==> src/rtl/seq_generator_if.sv <==
// seq_generator_if: pattern/burst control inputs and serial link outputs of
// the seq_generator transmitter, with master (driver) and slave (DUT) views.
interface seq_generator_if #(
  parameter int W = 8
);
  logic [W-1:0] setd;
  logic         start;
  logic [3:0]   rep;
  logic [3:0]   gap;
  logic         ds;
  logic [3:0]   c;
  logic         busy;
  logic         frame_done;
  logic         done;

  // The side that requests bursts and observes the serial stream.
  modport master (
    output setd, start, rep, gap,
    input  ds, c, busy, frame_done, done
  );

  // The transmitter itself.
  modport slave (
    input  setd, start, rep, gap,
    output ds, c, busy, frame_done, done
  );
endinterface

==> src/rtl/seq_generator.sv <==
// seq_generator: serial pattern transmitter for the sqdetector link.
// Shifts a latched W-bit pattern out MSB-first on ds, sending rep+1 frames
// separated by gap idle (fill) cycles. All outputs are registered.
// Optional build macro SEQ_GENERATOR_FILL_INV_EN: the fill value driven while
// idle or in a gap becomes the inverse of the pattern MSB (live setd in IDLE,
// latched pattern in GAP) so idle fill never advances a paired detector.
// W must be a power of two between 2 and 16 so the bit index fits the 4-bit c.
module seq_generator #(
  parameter int W = 8
) (
  input  logic          clk,
  input  logic          clrn,
  seq_generator_if.slave bus
);

  localparam int CW = $clog2(W);
  localparam logic [CW-1:0] LAST_IDX = CW'(W - 1);
  localparam logic [CW-1:0] PRE_LAST = CW'(W - 2);

  typedef enum logic [1:0] {
    IDLE = 2'd0,
    SEND = 2'd1,
    GAP  = 2'd2
  } state_t;

  state_t        state_r;
  logic [W-1:0]  pat_r;
  logic [3:0]    frames_left_r;
  logic [3:0]    gap_len_r;
  logic [3:0]    gap_cnt_r;
  logic [CW-1:0] c_r;
  logic          ds_r;
  logic          busy_r;
  logic          frame_done_r;
  logic          done_r;

  logic [CW-1:0] c_inc_s;
  logic          fill_idle_s;
  logic          fill_gap_s;

  assign c_inc_s = c_r + CW'(1);

`ifdef SEQ_GENERATOR_FILL_INV_EN
  // Inverted MSB keeps the detector parked in its start state during fill.
  assign fill_idle_s = ~bus.setd[W-1];
  assign fill_gap_s  = ~pat_r[W-1];
`else
  assign fill_idle_s = 1'b0;
  assign fill_gap_s  = 1'b0;
`endif

  // Burst FSM: latches a request in IDLE, shifts frames in SEND, idles in GAP;
  // every output is updated here so nothing reaches a port combinationally.
  always_ff @(posedge clk or negedge clrn) begin
    if (!clrn) begin
      state_r       <= IDLE;
      pat_r         <= '0;
      frames_left_r <= 4'd0;
      gap_len_r     <= 4'd0;
      gap_cnt_r     <= 4'd0;
      c_r           <= '0;
      ds_r          <= 1'b0;
      busy_r        <= 1'b0;
      frame_done_r  <= 1'b0;
      done_r        <= 1'b0;
    end else begin
      case (state_r)
        IDLE: begin
          frame_done_r <= 1'b0;
          done_r       <= 1'b0;
          c_r          <= '0;
          if (bus.start) begin
            // First bit goes out in the cycle right after the accepted start.
            pat_r         <= bus.setd;
            frames_left_r <= bus.rep;
            gap_len_r     <= bus.gap;
            gap_cnt_r     <= 4'd0;
            ds_r          <= bus.setd[W-1];
            busy_r        <= 1'b1;
            state_r       <= SEND;
          end else begin
            ds_r    <= fill_idle_s;
            busy_r  <= 1'b0;
            state_r <= IDLE;
          end
        end

        SEND: begin
          if (c_r == LAST_IDX) begin
            frame_done_r <= 1'b0;
            done_r       <= 1'b0;
            c_r          <= '0;
            if (frames_left_r == 4'd0) begin
              // Last bit of the last frame was on ds this cycle.
              ds_r    <= fill_idle_s;
              busy_r  <= 1'b0;
              state_r <= IDLE;
            end else if (gap_len_r == 4'd0) begin
              // Back-to-back frames: next MSB follows with no idle bit.
              ds_r          <= pat_r[W-1];
              busy_r        <= 1'b1;
              frames_left_r <= frames_left_r - 4'd1;
              state_r       <= SEND;
            end else begin
              ds_r          <= fill_gap_s;
              busy_r        <= 1'b1;
              gap_cnt_r     <= gap_len_r;
              frames_left_r <= frames_left_r - 4'd1;
              state_r       <= GAP;
            end
          end else begin
            // Pulses are raised one edge early so they coincide with c=W-1.
            c_r          <= c_inc_s;
            ds_r         <= pat_r[LAST_IDX - c_inc_s];
            busy_r       <= 1'b1;
            frame_done_r <= (c_r == PRE_LAST);
            done_r       <= (c_r == PRE_LAST) && (frames_left_r == 4'd0);
            state_r      <= SEND;
          end
        end

        GAP: begin
          frame_done_r <= 1'b0;
          done_r       <= 1'b0;
          busy_r       <= 1'b1;
          c_r          <= '0;
          if (gap_cnt_r == 4'd1) begin
            // Counter loaded with gap, leaving at 1 gives exactly gap fill cycles.
            ds_r      <= pat_r[W-1];
            gap_cnt_r <= 4'd0;
            state_r   <= SEND;
          end else begin
            ds_r      <= fill_gap_s;
            gap_cnt_r <= gap_cnt_r - 4'd1;
            state_r   <= GAP;
          end
        end

        default: begin
          state_r      <= IDLE;
          c_r          <= '0;
          ds_r         <= 1'b0;
          busy_r       <= 1'b0;
          frame_done_r <= 1'b0;
          done_r       <= 1'b0;
        end
      endcase
    end
  end

  assign bus.ds         = ds_r;
  assign bus.c          = 4'(c_r);
  assign bus.busy       = busy_r;
  assign bus.frame_done = frame_done_r;
  assign bus.done       = done_r;

endmodule

==> src/flat_wrapper.sv <==
// flat-port wrapper written by rule: the top's interface ports become plain ports
module seq_generator_flat 
#(
  parameter int W = 8
)
  (clk, clrn, bus_setd, bus_start, bus_rep, bus_gap, bus_ds, bus_c, bus_busy, bus_frame_done, bus_done);
  seq_generator_if #(.W(W)) bus_i ();
  input  logic clk;
  input  logic clrn;
  input wire logic [$bits(bus_i.setd)-1:0] bus_setd;
  input wire logic [$bits(bus_i.start)-1:0] bus_start;
  input wire logic [$bits(bus_i.rep)-1:0] bus_rep;
  input wire logic [$bits(bus_i.gap)-1:0] bus_gap;
  output wire logic [$bits(bus_i.ds)-1:0] bus_ds;
  output wire logic [$bits(bus_i.c)-1:0] bus_c;
  output wire logic [$bits(bus_i.busy)-1:0] bus_busy;
  output wire logic [$bits(bus_i.frame_done)-1:0] bus_frame_done;
  output wire logic [$bits(bus_i.done)-1:0] bus_done;
  assign bus_i.setd = bus_setd;
  assign bus_i.start = bus_start;
  assign bus_i.rep = bus_rep;
  assign bus_i.gap = bus_gap;
  assign bus_ds = bus_i.ds;
  assign bus_c = bus_i.c;
  assign bus_busy = bus_i.busy;
  assign bus_frame_done = bus_i.frame_done;
  assign bus_done = bus_i.done;
  seq_generator #(.W(W)) u_core (.clk(clk), .clrn(clrn), .bus(bus_i));
endmodule
==> config.mk <==
export PLATFORM = sky130hd
export DESIGN_NAME = seq_generator_flat
export DESIGN_NICKNAME = d
export VERILOG_FILES = /design/src/rtl/seq_generator_if.sv /design/src/rtl/seq_generator.sv /design/src/flat_wrapper.sv
export SDC_FILE = /design/constraint.sdc
export NUM_CORES = 1
export LEC_CHECK = 0
export CORE_ASPECT_RATIO = 1.2
export CORE_UTILIZATION = 40
export DETAILED_ROUTE_END_ITERATION = 8
export HOLD_SLACK_MARGIN = 0.12
export PLACE_DENSITY = 0.66
export SETUP_SLACK_MARGIN = 0.3
export SLEW_MARGIN = 20
export SYNTH_ARGS = -nofsm -noshare
export SYNTH_HDL_FRONTEND = slang
export SYNTH_SLANG_ARGS = --single-unit
==> constraint.sdc <==
create_clock -name clk -period 3.1 [get_ports clk]
set_input_delay 0.465 -clock clk [delete_from_list [all_inputs] [get_ports clk]]
set_output_delay 0.465 -clock clk [all_outputs]
set_load 0.05 [all_outputs]
==> summary.md <==
| Metric | Value |
|---|---|
| Final setup violation count | `0` |
| Via count | `1154` |
| Worst VDD drop | `0.000707 V` |
| Gp weighted congestion | `0.825` |
| Port-buffer cells | `25` |
| Worst-Margin Slew | `0.529 ns` |
| CTS tree | `done` |
| Data arrival, critical path | `2.16 ns` |
| Mapped Nets | `169` |
| RSZ-0062 raised after global routing | `no` |
| Post-synth EDFFs | `0` |
| Total global routing overflow | `0` |
| CTS H-tree lvls | `2` |
| Root buffer cell | `clkbuf_8` |
| Async S/R FF share, synth | `1.00` |
| Hold WC Path Type | `reg -> reg` |
| Synth cell types | `43` |
| Die Outline Area | `0.00417 mm^2` |
| Initial DRC Count | `18` |
| Top-area cell type share of the netlist area | `0.463` |
| Die height | `70.6 um` |
| Mapped Area | `0.00157 mm^2` |
| Number of buffers created by CTS | `5` |
| Min cycle time layout | `2.00 ns` |
| P&R area growth vs syn | `25.0%` |
| DR DRC count | `0` |
| Postcts setup bufs | `0` |
| Worst Setup End Kind | `register` |
| Post-cts resize count | `0` |
| Top post-synthesis cells by area | `dfrtp_1 (46%), mux2_2 (9.3%), ha_1 (8.0%)` |
| Crit path max fanout | `4` |
| Dpl ws | `1.09 ns` |
| Seq/Total Area, Yosys | `0.463` |
| Nets@finish | `199` |
| Clk buf depth | `2` |
| Clock sink total | `29` |
| Initial core utilization | `0.424` |
| Final WL | `3210 um` |
| Number of max-cap violations | `0` |
| Clock transition at path regs | `0.06 ns` |
| Max Freq | `500 MHz` |
| WHS | `0.489 ns` |
| Core area | `0.00369 mm^2` |
| Syn avg cell area | `11.2 um^2` |
| Site Rows | `24` |
| P_leak | `0.000864 uW` |
| Drt pass-1 iters | `4` |
| Critical path type | `reg -> reg` |
| Critical Path Start Type | `register` |
| TNS Setup | `0 ns` |
| Pwr/cell area | `975 mW/mm^2` |
| Total Routing Usage GR | `0.181` |
| Initial antenna violation count | `0` |
| Largest net degree at the start of global routing | `30` |
| CTS Hold Bufs | `0` |
| Slew Limit Headroom | `0.647` |
| IO Count | `27` |
| Worst-Skew Late Latency | `0.28 ns` |
| Fin. max-slew vios | `0` |
| Most common cell after layout, fill and taps aside | `dfrtp_1` |
| Most frequent cells in the layout | `dfrtp_1 (29), clkdlybuf4s50_1 (25), nand2_1 (15)` |
| DRT antenna net count | `0` |
| Final Cycle Share | `0.645` |
| Status | `complete, no violations` |
| Die Wd | `59.1 um` |
| Yosys reg bits | `29` |
| Final worst slack | `1.10 ns` |
| Ys Warns | `0` |
| Routed len/inst | `14.4 um` |
| ANT cells | `0` |
| First-pass GRT wire length | `5600 um` |
| Vias in the first global route | `1289` |
| Via/cell ratio | `5.17` |
| Post-DP HPWL | `2440 um` |
| Final Skew | `0.00240 ns` |
| CP required | `3.26 ns` |
| Top FF cell, synth | `dfrtp_1` |
| Share of layout cells above drive strength 1 | `0.193` |
| Cell count after synthesis | `140` |
| Fin. Hold Viols | `0` |
| Top cell type by total area after synthesis | `dfrtp_1` |
-- synth_stat cells (all sizes together) (2+ instances only) --
master / number
a21oi: 5
a31oi: 3
and2: 3
buf: 4
dfrtp: 29
ha: 10
inv: 10
mux2: 14
mux2i: 4
mux4: 2
nand2: 16
nand2b: 2
nand3: 3
nor2: 5
nor3b: 2
o21ai: 6
o22ai: 2
o31ai: 2
or3: 2
-- power by group --
part	switching (uW)	leakage [uW]	internal, uW
Clock	143	0.0000450	155
Sequential	134	0.000353	546
Combinational	483	0.000466	448
Total	760	0.000864	1150
-- layer usage --
layer  up-vias  wire length [um]  GRT usage
met3         5               114     0.0585
li1        551                 -          -
met4         0                51     0.0714
met1       576              1360      0.204
met2        22              1680      0.312
met5         -                 0          0
-- through the flow --
stage                     instances   util  total power, uW  area (um^2)
after floorplan                 140      -             1370         1570
after global placement          215  0.508             1580         1880
after detailed placement        215  0.508             1620         1880
after CTS                       223  0.530             1930         1960
after global routing            223  0.530             2050         1960
final                           223  0.530             1910         1960
-- registers in the layout (all words and copies together), names as in the netlist --
name,flops
u_core.bus.ds,1
u_core.bus.frame_done,1
u_core.pat_r,8
u_core.bus.busy,1
u_core.frames_left_r,4
u_core.gap_cnt_r,4
u_core.state_r,2
u_core.gap_len_r,4
u_core.c_r,3
u_core.bus.done,1
-- critical path, stage by stage (launching register included) --
cell and delay, ns:
dfrtp_1 0.41, ha_1 0.21, ha_1 0.35, mux4_2 0.51
mux2_2 0.27, nand2_1 0.07, a21oi_2 0.05
-- layout make-up --
type	instances	area (um^2)
fillers	339	1740
repair buffers	27	265
clock inverters	2	10.0
well taps	52	65.1
clock buffers	6	72.6
flip-flops and latches	29	726
inverters	10	37.5
multi-input cells	97	782
-- kinds of logic (layout without fill, tap and decap cells) --
group                    Yosys count  in the layout  share of synthesized area
flip-flops                        29             29                      0.463
adder cells (fa/ha/maj)           10             10                     0.0799
AO/OA/AOI/OAI                     24             24                      0.109
multiplexers                      20             20                      0.155
buffers and inverters             14             45                     0.0375
other                              1              1                    0.00239
AND/OR/NAND/NOR                   42             42                      0.153
-- worst paths after layout --
path / startpoint / endpoint / slack [ns] / cells after the start
worst min-delay path: u_core.c_r[0] / u_core.c_r[0] / 0.49 / 1
worst max-delay path: u_core.c_r[0] / u_core.bus.ds / 1.10 / 6
worst min register to register: u_core.c_r[0] / u_core.c_r[0] / 0.49 / 1
min in group asynchronous: clrn / u_core.gap_cnt_r[0] / 0.56 / 2
max in group asynchronous: clrn / u_core.frames_left_r[0] / 2.27 / 2
worst max register to register: u_core.c_r[0] / u_core.bus.ds / 1.10 / 6
Power figures use the tool's default switching activity.
